[src/rtl/serial_add.sv]
// Bit-serial (chunk-serial) adder: operands are captured on accept and summed
// CHUNK_WIDTH bits per clock, with the result held until the consumer takes it.
module serial_add #(
  parameter int A_SIGNED    = 0,
  parameter int B_SIGNED    = 0,
  parameter int A_WIDTH     = 8,
  parameter int B_WIDTH     = 8,
  parameter int Y_WIDTH     = 9,
  parameter int CHUNK_WIDTH = 4
) (
  input  logic               clk,
  input  logic               reset,
  input  logic               in_valid,
  output logic               in_ready,
  input  logic [A_WIDTH-1:0] a,
  input  logic [B_WIDTH-1:0] b,
  output logic               out_valid,
  input  logic               out_ready,
  output logic [Y_WIDTH-1:0] y
);

  localparam int NCHUNK = (Y_WIDTH + CHUNK_WIDTH - 1) / CHUNK_WIDTH;
  localparam int PAD    = NCHUNK * CHUNK_WIDTH;
  localparam int KW     = (NCHUNK > 1) ? $clog2(NCHUNK) : 1;
  localparam bit SIGNED_MODE = (A_SIGNED != 0) && (B_SIGNED != 0);
  localparam logic [KW-1:0] K_LAST = KW'(NCHUNK - 1);

  typedef enum logic [1:0] {
    IDLE = 2'd0,
    RUN  = 2'd1,
    DONE = 2'd2
  } state_t;

  state_t               state_q;
  logic [KW-1:0]        k_q;
  logic                 carry_q;
  logic [PAD-1:0]       a_q;
  logic [PAD-1:0]       b_q;
  logic [PAD-1:0]       result_q;
  logic [PAD-1:0]       result_d;
  logic [Y_WIDTH-1:0]   y_q;
  logic                 in_ready_q;
  logic                 out_valid_q;

  logic [PAD-1:0]         a_ext_s;
  logic [PAD-1:0]         b_ext_s;
  logic [CHUNK_WIDTH-1:0] a_chunk_s;
  logic [CHUNK_WIDTH-1:0] b_chunk_s;
  logic [CHUNK_WIDTH:0]   sum_s;

  // Extend or truncate the operands to the padded working width; mixed
  // signedness falls back to treating both as unsigned.
  always_comb begin
    a_ext_s = '0;
    b_ext_s = '0;
    if (SIGNED_MODE) begin
      a_ext_s = PAD'($signed(a));
      b_ext_s = PAD'($signed(b));
    end else begin
      a_ext_s = PAD'(a);
      b_ext_s = PAD'(b);
    end
  end

  // One chunk of the ripple sum, merged into the partial result.
  always_comb begin
    a_chunk_s = a_q[k_q*CHUNK_WIDTH +: CHUNK_WIDTH];
    b_chunk_s = b_q[k_q*CHUNK_WIDTH +: CHUNK_WIDTH];
    sum_s     = {1'b0, a_chunk_s} + {1'b0, b_chunk_s} + {{CHUNK_WIDTH{1'b0}}, carry_q};
    result_d  = result_q;
    result_d[k_q*CHUNK_WIDTH +: CHUNK_WIDTH] = sum_s[CHUNK_WIDTH-1:0];
  end

  // Control FSM with registered handshake outputs and result register.
  always_ff @(posedge clk) begin
    if (reset) begin
      state_q     <= IDLE;
      k_q         <= KW'(0);
      carry_q     <= 1'b0;
      a_q         <= '0;
      b_q         <= '0;
      result_q    <= '0;
      y_q         <= '0;
      in_ready_q  <= 1'b1;
      out_valid_q <= 1'b0;
    end else begin
      case (state_q)
        IDLE: begin
          if (in_valid && in_ready_q) begin
            a_q        <= a_ext_s;
            b_q        <= b_ext_s;
            k_q        <= KW'(0);
            carry_q    <= 1'b0;
            in_ready_q <= 1'b0;
            state_q    <= RUN;
          end
        end
        RUN: begin
          result_q <= result_d;
          carry_q  <= sum_s[CHUNK_WIDTH];
          if (k_q == K_LAST) begin
            // y is only updated with a complete sum, so partial chunks never leak out.
            k_q         <= KW'(0);
            y_q         <= result_d[Y_WIDTH-1:0];
            out_valid_q <= 1'b1;
            state_q     <= DONE;
          end else begin
            k_q <= k_q + KW'(1);
          end
        end
        DONE: begin
          if (out_ready) begin
            out_valid_q <= 1'b0;
            in_ready_q  <= 1'b1;
            state_q     <= IDLE;
          end
        end
        default: begin
          state_q     <= IDLE;
          k_q         <= KW'(0);
          carry_q     <= 1'b0;
          in_ready_q  <= 1'b1;
          out_valid_q <= 1'b0;
        end
      endcase
    end
  end

  assign in_ready  = in_ready_q;
  assign out_valid = out_valid_q;
  assign y         = y_q;

endmodule

[config.mk]
export PLATFORM = sky130hd
export DESIGN_NAME = serial_add
export DESIGN_NICKNAME = d
export VERILOG_FILES = /design/src/rtl/serial_add.sv
export SDC_FILE = /design/constraint.sdc
export NUM_CORES = 1
export LEC_CHECK = 0
export CAP_MARGIN = 40
export CORE_MARGIN = 5
export CORE_UTILIZATION = 35
export DETAILED_ROUTE_END_ITERATION = 16
export HOLD_SLACK_MARGIN = 0.02
export PLACE_DENSITY = 0.65
export SYNTH_ARGS = -nofsm -noshare
export SYNTH_HDL_FRONTEND = slang
export SYNTH_SLANG_ARGS = --single-unit
[constraint.sdc]
create_clock -name clk -period 2.62 [get_ports clk]
set_input_delay 0.524 -clock clk [delete_from_list [all_inputs] [get_ports clk]]
set_output_delay 0.524 -clock clk [all_outputs]
set_load 0.03 [all_outputs]
Word-level counts from Yosys, hierarchy flattened:

Index checks and enable logic that the tools add are counted.

* add/sub/neg operators: 4
* eq/ne operators: 6
* shifts and indexed selects: 4
* muxes and demuxes: 15
* bitwise logic cells: 3
* reductions and logical operators: 8

Operators by type and width (number)
* negator 4 -> 34 bit: 1
* variable shift 4 x 34 -> 12 bit, first input constant: 1
* variable part select 4 x 34 -> 12 bit: 1
* variable part select 12 x 5 -> 4 bit: 2
* bitwise mux 12 bit: 1
* one-hot mux 2 bit (3 select lines): 2
* 2-to-1 mux 2 bit: 5
* one-hot mux 1 bit (3 select lines): 3
* AND reduction 3 bit: 3
* != test 2 bit, second input constant: 3
* AND reduction 2 bit: 3
* adder 4 x 4 -> 5 bit: 1
* adder 5 x 1 -> 5 bit: 1
* equality test 2 bit, second input constant: 2
* 2-to-1 mux 1 bit: 4
* inverter 1 bit: 3
* adder 2 x 1 -> 2 bit, second input constant: 1
* equality test 2 x 1 -> 1 bit, second input constant: 1
* logical NOT 2 bit: 1
* logical AND 1 bit: 1

* register bits after elaboration: 44
* logic and storage cells: 49

Logic depth before layout (Yosys ltp):

* depth after elaboration: 5
* gate-level depth with buffers: 9

Least setup slack after synthesis:

No wires, ideal clock.

* kind: register -> register
* start point: register k_q[0]
* end point: register y_q[6] (netlist: y[6])
* library setup time: 0.131 ns
* arrival: 2.184 ns
* required time: 2.489 ns
* path slack: 0.305 ns
* stages on the path, launching flop included: 9
* path buffers: 1
* period minus slack after synthesis: 2.315 ns
* cells stage by stage: dfxtp_1 buf_2 mux2i_1 nor2_1 fa_1 fa_1 xor2_1 a221oi_1 nor3_1

* cells in the longest elaborated chain, start to end: 5
* elaborated cells between the ends (all ways): 10
* those cells by class: add/sub (3); eq/ne (1); shift (4); mux (1); reduce/logical (1)

Ends and longest elaborated chain
* from (decl): RTL line 35 `logic [KW-1:0] k_q;`
* from (signal assigned): RTL line 108 `k_q <= k_q + KW'(1);`
* variable part select 12 x 5 -> 4 bit (on tied branches): RTL line 67, 68
* adder 4 x 4 -> 5 bit: RTL line 69 `sum_s = {1'b0, a_chunk_s} + {1'b0, b_chunk_s} + {{CHUNK_WIDTH{1'b0}}, carry_q};`
* adder 5 x 1 -> 5 bit: RTL line 69
* variable part select 4 x 34 -> 12 bit: RTL line 71 `result_d[k_q*CHUNK_WIDTH +: CHUNK_WIDTH] = sum_s[CHUNK_WIDTH-1:0];`
* bitwise mux 12 bit: RTL line 71
* to (signal assigned): RTL line 104 `y_q <= result_d[Y_WIDTH-1:0];`
* to (decl): RTL line 41 `logic [Y_WIDTH-1:0] y_q;`

Parallel ways exist; a longest one is shown, timed or not.
A chain may end at the register's enable or synchronous reset.

Worst setup path after layout:

Ends and elaborated chain as after synthesis.

==> impl_metrics.yaml <==
run_status:
  status: "finished clean"
timing:
  period_minus_slack_ns: 2.275
  tns_ns: 0
  fin_hold_ws_ns: 0.4582
  rsz0062_at_grt: "false"
  fmax_mhz: 439.5
  setup_viol: 0
  worst_pin_slew_ns: 0.5327
  slew_headroom_pct: 64.49
  slew_viol_final: 0
  worst_clock_skew_ns: 0.009688
  hold_violations: 0
  period_share_pct: 86.84
placement:
  io_buffers: 30
  gp_congestion: 0.7845
  dpl.cell_count: 311
  hpwl_um: 2887
drt:
  wl_met3_um: 240
  wl_met1_um: 1874
  drtIter0Drc: 119
  dr.max_layer_used: "met4"
  drt-vias-per-instance: 4.962
  drt-pass1-iter-count: 4
  vias: 1583
  route.met2.wl_um: 1756
  remaining_drc_errors: 0
  ant_nets: 0
  drt-wirelength-per-cell_um: 12.21
  routed_wl_um: 3895
floorplan:
  ioPinCount: 31
  row_count: 26
  core_area_mm2: 0.005172
  die_w_um: 83.30
  die_y_um: 83.30
  initial_core_util_pct: 36.36
  die_area_mm2: 0.006939
cells_and_area:
  final_cell_mix: "43 x nand2_1, 41 x dfxtp_1, 30 x clkdlybuf4s50_1"
  num_antenna_cells: 0
  final_cells: 319
  layout_commonest_cell: "nand2_1"
  post_route_cells_drive_above_1_share_pct: 6.024
  fillers: 517
  synthToLayoutAreaGrowth_pct: 25.15
  num-nets-final: 278
synth:
  synthArstFlopShare_pct: 0
  synth_fp_nets: 250
  synthCells: 220
  ys.flop_type: "dfxtp_1"
  synth-warning-count: 0
  yosysSeqAreaShare_pct: 43.65
  synth_edf_count: 0
  ys_types: 30
  synth_area_per_cell_um2: 8.548
  syn-cell-area_mm2: 0.001881
  synth_seq_cells: 41
setup_path:
  path_class: "reg2reg"
  crit_buf_inv: 0
  cp_common_cell: "fa_1"
  cp.required_ns: 2.80
  worst_path_largest_cell_delay_ns: 0.50
  worstPathCellList: "mux2i_1 -> nor2_1 -> fa_1 -> fa_1 -> xor2_1 -> a221oi_1 -> nor3_1"
  critPathArrivalTime_ns: 2.45
  critPathSlowestCell: "dfxtp_1"
  timing.rr.start: "k_q[0]"
  crit_family: "adder cells"
  end_kind: "flop"
  startpoint: "k_q[0]"
  critical_path.max_fanout: 6
  startpoint_type: "flop"
cts:
  cts_buffer_depth: 2
  clock_sinks: 41
  cts_setup_buffers: 0
  cts_buffers: 5
  root_buffer: "clkbuf_8"
  cts_resized: 0
  cts_tree: "built"
  clkTransAtPathRegs_ns: 0.08
  htree_num_levels: 2
  hold_buffers: 0
  worstSkewPairLatency_ns: 0.28
power_and_ir_drop:
  ir_drop_v: 0.0003287
  p_per_area_mw_per_mm2: 593.1
  p_leak_nw: 0.8896
grt:
  grt_first_pass_wirelength_um: 6658
  grt-ovfl-total: 0
  grt_pass1_vias: 1480
  grt_usage_pct: 11.29
  grt_antenna_before_repair: 0
  grt_start_max_net_pins: 30
run:
  maxCapViolations: 0
hold_path:
  hp-start: "b_q[2]"
  worstHoldPathType: "reg2reg"
stage by stage:
step | worst slack, ns | total power [mW] | area (um^2) | utilization [%]
after floorplan | 0.3051 | 0.8168 | 1881 | -
after global placement | 0.3687 | 0.8835 | 2233 | 43.18
after detailed placement | 0.3347 | 0.8867 | 2233 | 43.18
after CTS | 0.3332 | 1.411 | 2354 | 45.50
after global routing | 0.1426 | 1.464 | 2354 | 45.50
final | 0.3447 | 1.396 | 2354 | 45.50
area by class of cell:
cell class	instances	area [um^2]	area share, %
Multi-Input combinational cell	160	968.4	41.15
Inverter	5	18.77	0.7974
Clock inverter	2	37.54	1.595
Tap cell	70	87.58	3.721
Clock buffer	6	82.58	3.509
Timing Repair Buffer	35	337.8	14.35
Sequential cell	41	820.8	34.88
worst paths after layout:
path              depth (start not counted)  endpoint  slack [ns]
hold / removal                            2    b_q[2]        0.46
setup / recovery                          7      y[6]        0.34
setup reg to reg                          7      y[6]        0.34
hold reg to reg                           2    b_q[2]        0.46
kinds of logic after synthesis:
family | Yosys count | share of synthesized area [%]
buf+inv | 19 | 4.857
simple gates | 85 | 20.03
flops | 41 | 43.65
compound gates | 54 | 18.30
xor+xnor | 2 | 0.9316
mux | 9 | 4.791
fa+ha+maj | 10 | 7.452
flip-flops by register name, indices dropped and copies added, names as in the netlist:
register and count:
out_valid 1, b_q 8, result_q 9, y 9, a_q 8, state_q 2, in_ready 1, k_q 2
carry_q 1
where the power goes:
group          internal (mW)  switching [mW]  total [mW]
Sequential             0.649          0.0178       0.667
Combinational         0.0882           0.116       0.204
Clock                  0.310           0.215       0.525
worst reg2reg max path, cell delays in order, from the launching register on:
cell	delay [ns]
dfxtp_1	0.50
mux2i_1	0.22
nor2_1	0.07
fa_1	0.43
fa_1	0.41
xor2_1	0.20
a221oi_1	0.29
nor3_1	0.07
metal layers:
| layer | GRT usage [%] | up-vias |
|---|---|---|
| met4 | 2.675 | 0 |
| met1 | 15.11 | 731 |
| met3 | 3.168 | 2 |
| met2 | 17.93 | 36 |
| li1 | - | 814 |
| met5 | 0 | - |
synthesized netlist by cell type, types with 2 or more instances:
cell | n | area, um^2
nor2b_1 | 2 | 12.51
o21bai_1 | 3 | 22.52
inv_1 | 5 | 18.77
fa_1 | 2 | 40.04
dfxtp_1 | 41 | 820.8
and2_1 | 4 | 25.02
nor3_1 | 7 | 35.03
buf_4 | 2 | 15.01
nand2_1 | 43 | 161.4
xor2_1 | 2 | 17.52
a221oi_1 | 6 | 52.55
nand3b_1 | 2 | 15.01
nor2_1 | 23 | 86.33
buf_2 | 4 | 20.02
a21oi_1 | 26 | 130.1
a22oi_1 | 6 | 45.04
o21ai_0 | 2 | 10.01
a211oi_1 | 6 | 45.04
clkbuf_1 | 7 | 26.28
o31ai_1 | 2 | 15.01
ha_1 | 8 | 100.1
mux2i_1 | 9 | 90.09
(Power assumes the default switching activity.)
